==> src/rtl/modexp_engine.sv <==
// Iterative modular exponentiation engine, left-to-right square-and-multiply over a
// bit-serial interleaved shift-add multiplier. Optional macro: MODEXP_RANGE_CHECK_EN.
module modexp_engine #(
    parameter int W  = 16,
    parameter int EW = 16
) (
    input  logic          clk,
    input  logic          rst,
    input  logic          start,
    input  logic [W-1:0]  base,
    input  logic [EW-1:0] exponent,
    input  logic [W-1:0]  modulus,
    output logic          busy,
    output logic          done,
`ifdef MODEXP_RANGE_CHECK_EN
    output logic          err,
`endif
    output logic [W-1:0]  result
);

    localparam int AW  = W + 2;
    localparam int CW  = $clog2(W);
    localparam int EIW = (EW > 1) ? $clog2(EW) : 1;

    typedef enum logic [2:0] {
        IDLE = 3'd0,
        LOAD = 3'd1,
        RED  = 3'd2,
        SQR  = 3'd3,
        MUL  = 3'd4,
        DONE = 3'd5
    } state_t;

    state_t         state_q;
    logic [W-1:0]   base_q;
    logic [EW-1:0]  exp_q;
    logic [W-1:0]   n_q;
    logic [W-1:0]   r_q;
    logic [W-1:0]   b_q;
    logic [AW-1:0]  acc_q;
    logic [W-1:0]   add_q;
    logic [W-1:0]   mul_q;
    logic [CW-1:0]  cnt_q;
    logic [EIW-1:0] ebit_q;
    logic           busy_q;
    logic           done_q;
    logic [W-1:0]   result_q;
`ifdef MODEXP_RANGE_CHECK_EN
    logic           err_q;
`endif

    logic [AW-1:0]  n_ext;
    logic [AW-1:0]  dbl;
    logic [AW-1:0]  dbl_red;
    logic [AW-1:0]  sum;
    logic [AW-1:0]  acc_d;
    logic [W-1:0]   prod_d;
    logic           last_step;

    // One multiplier step: operands stay below n, so a single conditional subtract
    // after doubling and after adding keeps the accumulator fully reduced.
    always_comb begin
        n_ext     = {2'b00, n_q};
        dbl       = acc_q << 1;
        dbl_red   = (dbl >= n_ext) ? (dbl - n_ext) : dbl;
        sum       = dbl_red + (mul_q[W-1] ? {2'b00, add_q} : {AW{1'b0}});
        acc_d     = (sum >= n_ext) ? (sum - n_ext) : sum;
        prod_d    = acc_d[W-1:0];
        last_step = (cnt_q == '0);
    end

    always_ff @(posedge clk or posedge rst) begin
        if (rst) begin
            state_q  <= IDLE;
            base_q   <= '0;
            exp_q    <= '0;
            n_q      <= '0;
            r_q      <= '0;
            b_q      <= '0;
            acc_q    <= '0;
            add_q    <= '0;
            mul_q    <= '0;
            cnt_q    <= '0;
            ebit_q   <= '0;
            busy_q   <= 1'b0;
            done_q   <= 1'b0;
            result_q <= '0;
`ifdef MODEXP_RANGE_CHECK_EN
            err_q    <= 1'b0;
`endif
        end else begin
            done_q <= 1'b0;
            case (state_q)
                IDLE: begin
                    if (start) begin
                        base_q  <= base;
                        exp_q   <= exponent;
                        n_q     <= modulus;
                        busy_q  <= 1'b1;
                        state_q <= LOAD;
                    end
                end

                LOAD: begin
                    acc_q  <= '0;
                    cnt_q  <= CW'(W - 1);
                    ebit_q <= EIW'(EW - 1);
                    r_q    <= W'(1);
`ifdef MODEXP_RANGE_CHECK_EN
                    if ((n_q < W'(2)) || (base_q >= n_q)) begin
                        result_q <= '0;
                        err_q    <= 1'b1;
                        done_q   <= 1'b1;
                        state_q  <= DONE;
                    end else begin
                        // Base is already reduced, so the first square starts at once.
                        err_q   <= 1'b0;
                        b_q     <= base_q;
                        add_q   <= W'(1);
                        mul_q   <= W'(1);
                        state_q <= SQR;
                    end
`else
                    if (n_q < W'(2)) begin
                        result_q <= '0;
                        done_q   <= 1'b1;
                        state_q  <= DONE;
                    end else begin
                        // base mod n computed as 1 * base through the same multiplier.
                        add_q   <= W'(1);
                        mul_q   <= base_q;
                        state_q <= RED;
                    end
`endif
                end

                RED: begin
                    acc_q <= acc_d;
                    mul_q <= mul_q << 1;
                    cnt_q <= cnt_q - CW'(1);
                    if (last_step) begin
                        b_q     <= prod_d;
                        acc_q   <= '0;
                        cnt_q   <= CW'(W - 1);
                        add_q   <= r_q;
                        mul_q   <= r_q;
                        state_q <= SQR;
                    end
                end

                SQR: begin
                    acc_q <= acc_d;
                    mul_q <= mul_q << 1;
                    cnt_q <= cnt_q - CW'(1);
                    if (last_step) begin
                        r_q   <= prod_d;
                        acc_q <= '0;
                        cnt_q <= CW'(W - 1);
                        if (exp_q[EW-1]) begin
                            add_q   <= b_q;
                            mul_q   <= prod_d;
                            state_q <= MUL;
                        end else if (ebit_q == '0) begin
                            result_q <= prod_d;
                            done_q   <= 1'b1;
                            state_q  <= DONE;
                        end else begin
                            ebit_q  <= ebit_q - EIW'(1);
                            exp_q   <= exp_q << 1;
                            add_q   <= prod_d;
                            mul_q   <= prod_d;
                            state_q <= SQR;
                        end
                    end
                end

                MUL: begin
                    acc_q <= acc_d;
                    mul_q <= mul_q << 1;
                    cnt_q <= cnt_q - CW'(1);
                    if (last_step) begin
                        r_q   <= prod_d;
                        acc_q <= '0;
                        cnt_q <= CW'(W - 1);
                        if (ebit_q == '0) begin
                            result_q <= prod_d;
                            done_q   <= 1'b1;
                            state_q  <= DONE;
                        end else begin
                            ebit_q  <= ebit_q - EIW'(1);
                            exp_q   <= exp_q << 1;
                            add_q   <= prod_d;
                            mul_q   <= prod_d;
                            state_q <= SQR;
                        end
                    end
                end

                DONE: begin
                    busy_q  <= 1'b0;
                    state_q <= IDLE;
                end

                default: begin
                    busy_q  <= 1'b0;
                    state_q <= IDLE;
                end
            endcase
        end
    end

    assign busy   = busy_q;
    assign done   = done_q;
    assign result = result_q;
`ifdef MODEXP_RANGE_CHECK_EN
    assign err    = err_q;
`endif

endmodule

==> config.mk <==
export PLATFORM = sky130hd
export DESIGN_NAME = modexp_engine
export DESIGN_NICKNAME = d
export VERILOG_FILES = /design/src/rtl/modexp_engine.sv
export SDC_FILE = /design/constraint.sdc
export NUM_CORES = 1
export LEC_CHECK = 0
export ABC_AREA = 1
export CAP_MARGIN = 20
export CORE_ASPECT_RATIO = 2
export CORE_MARGIN = 2
export CORE_UTILIZATION = 30
export DETAILED_ROUTE_END_ITERATION = 7
export PLACE_DENSITY = 0.51
export SLEW_MARGIN = 30
export SYNTH_ARGS = -nofsm -noshare
export SYNTH_HDL_FRONTEND = slang
export SYNTH_SLANG_ARGS = --single-unit
==> constraint.sdc <==
create_clock -name clk -period 5.6 [get_ports clk]
set_input_delay 1.4 -clock clk [delete_from_list [all_inputs] [get_ports clk]]
set_output_delay 1.4 -clock clk [all_outputs]
set_load 0.02 [all_outputs]
==> results.sh <==
export IMPL_status="finished clean"
export IMPL_diodes=0
export IMPL_ys_flop_type="dfrtp_1"
export IMPL_final_layout_size_suffix_gt1_frac=0.246
export IMPL_syn_area_per_cell_um2=7.05
export IMPL_track_usage=0.239
export IMPL_clk_pin_slew_ns=0.07
export IMPL_syn_area_um2=10700
export IMPL_ys_warn_count=0
export IMPL_grt_use_met2=0.454
export IMPL_ys_ff_latch=158
export IMPL_hold_viol_final=0
export IMPL_synth_top_cell_by_area="dfrtp_1"
export IMPL_synthXorXnorAreaFrac=0.0320
export IMPL_slowest_stage="dfrtp_2"
export IMPL_grt_max_degree=131
export IMPL_first_global_vias=11510
export IMPL_synthArstFlopShare=1.00
export IMPL_fp_coreArea_um2=35100
export IMPL_row_count=97
export IMPL_gp_congestion=1.00
export IMPL_drt_pass1_iter_count=5
export IMPL_use_met1=0.226
export IMPL_critPathKind="reg -> reg"
export IMPL_io_pins=69
export IMPL_ant_nets=0
export IMPL_synth_top_area_share=0.370
export IMPL_critPathMostFrequentCell="nand2_2"
export IMPL_cts_htree_levels=4
export IMPL_slew_headroom=0.352
export IMPL_insertion_delay_ns=0.45
export IMPL_cts_buffers=17
export IMPL_antenna_found_initial=0
export IMPL_fin_util=0.423
export IMPL_synth_edff_count=0
export IMPL_synth_nets=1618
export IMPL_min_period_over_period=0.973
export IMPL_area_growth_syn_to_layout_pct=38.8
export IMPL_yosysUniqueCellTypes=55
export IMPL_finalSetupViolations=0
export IMPL_critPathArrivalTime_ns=5.79
export IMPL_postSynthCellCount=1514
export IMPL_grtUsageMet3=0.0247
export IMPL_synth_top_family_by_area="simple AND/OR/NAND/NOR gates"
export IMPL_post_drt_wl_per_cell_um=19.6
export IMPL_routed_wl_um=43700
export IMPL_start_util=0.304
export IMPL_worst_slack_ns=0.152
export IMPL_dieHeight_um=271
export IMPL_crit_path_end_kind="flop"
export IMPL_cp_max_fo=9
export IMPL_synthMuxAreaShare=0.0158
export IMPL_synth_yosys_seq_area_share=0.370
export IMPL_period_needed_ns=5.45
export IMPL_root_buffer="clkbuf_16"
export IMPL_rsz0062_at_grt="yes"
export IMPL_dp_hpwl_um=34300
export IMPL_dr_first_iter_drc_count=677
export IMPL_cpPeakStageDelay_ns=0.44
export IMPL_synth_common_cells="nand2_1, inv_1, dfrtp_1, nor2_1, o21ai_0"
export IMPL_fmax_ghz=0.184
export IMPL_clock_sinks=158
export IMPL_grt_pass1_wl_um=65200
export IMPL_final_fill_count=3561
export IMPL_drv_cap=0
export IMPL_synth_most_common_cell="nand2_1"
export IMPL_cts_tree="done"
export IMPL_slew_viol_final=0
export IMPL_synth_compound_area_share=0.166
export IMPL_fin_skew_ns=0.0109
export IMPL_pre_cts_slack_ns=-0.400
export IMPL_yosys_area_share_simple=0.262
export IMPL_place_port_buffers=68
export IMPL_fp_dieW_um=137
export IMPL_busiest_layer="met2"
export IMPL_synth_adder_area_share=0.0642
export IMPL_die_area_um2=37200
export IMPL_ys_top_cells_by_area="dfrtp_1, nand2_1, inv_1"
export IMPL_clockBufferDepth=2
export IMPL_fin_nets=1877
export IMPL_final_setup_tns_ns=0
export IMPL_dp_cells=2171
export IMPL_hp_class="reg -> reg"
export IMPL_cp_required_ns=5.95
export IMPL_worstMarginPinSlew_ns=0.969
export IMPL_holdBufCountCts=0
export IMPL_post_route_drc_count=0
export IMPL_layout_cells_non_filler=2230
export IMPL_viasPerCell=4.92
export IMPL_cp_start_kind="flop"
export IMPL_vias=10965
export IMPL_grt_overflow=0
## stage by stage
step | hold slack [ns] | cell area (um2)
final | 0.486 | 14800
after global routing | 0.516 | 14800
after CTS | 0.491 | 13900
after detailed placement | 0.473 | 13200
after global placement | 0.467 | 13200
after floorplan | 0.449 | 10700
## logic make-up (layout without fill, tap and decap cells)
family | after synthesis | in the layout
compound gates | 310 | 310
xor+xnor | 39 | 39
fa+ha+maj | 53 | 53
buf+inv | 247 | 518
flops | 158 | 158
mux | 15 | 15
simple gates | 692 | 692
## layout by cell type, fill, tap and decap left out, types with 9 or more instances in the layout
cell type / synthesis / layout
buf_4: 0 / 206
nand2_2: 11 / 39
nand2_4: 1 / 11
buf_6: 2 / 9
o21ai_2: 8 / 11
inv_2: 12 / 21
a21oi_1: 94 / 82
xor2_1: 25 / 22
o22ai_1: 12 / 12
nand3_1: 33 / 29
nor2_1: 140 / 133
clkdlybuf4s50_1: 0 / 68
clkbuf_16: 0 / 19
inv_1: 184 / 172
dfrtp_1: 158 / 155
o21ai_1: 20 / 28
nand2_1: 467 / 429
mux2_2: 15 / 15
ha_1: 50 / 32
a21oi_2: 2 / 11
o21ai_0: 121 / 107
ha_4: 0 / 17
xnor2_1: 14 / 11
## per-layer routing
metal,vias up,wire length (um),part of all wire
li1,5360,-,-
met1,5189,14700,0.34
met2,269,24200,0.55
met3,147,894,0.020
met4,0,3960,0.090
met5,-,0,0
## state kept, by name, summed over array words and instances (netlist names), 16 cells and up
register,flops
result,16
base_q,16
mul_q,16
n_q,16
b_q,16
r_q,16
exp_q,16
acc_q,17
add_q,16
## layout make-up
class                   count  area [um2]  share of cell area
repair buffers            289        2460               0.166
well taps                 445         557              0.0376
flip-flops and latches    158        3960               0.267
multi-input cells        1109        6490               0.438
inverters                 198         752              0.0507
clock buffers              19         453              0.0306
clock inverters            12         150              0.0101
## critical path, delay by kind of cell (launching register included)
family          cells  cell delay, ns
simple gates       23            2.30
buf+inv             7            0.96
compound gates      4            0.45
fa+ha+maj           3            0.98
flops               1            0.44
xor+xnor            1            0.19
## worst paths after layout
kind                       startpoint        end  slack (ns)  cells after the start
max in group asynchronous         rst  acc_q[14]        2.98                      3
min                         result[3]  result[3]        0.49                      2
min reg2reg                 result[3]  result[3]        0.49                      2
min in group asynchronous         rst   exp_q[0]        1.41                      2
max                         acc_q[14]   mul_q[2]        0.15                     38
max reg2reg                 acc_q[14]   mul_q[2]        0.15                     38
## what timing repair did
item                                    in CTS  in global routing
endpoints found under the setup margin      95                 97
cloned                                       0                  2
buffers inserted                             5                 23
gates resized for setup                     21                149
hold endpoints to repair                     0                  0
pin swaps                                    6                 57
Power is not shown: default switching activity piles up to over one toggle a cycle in this logic, so the estimate is an artifact.
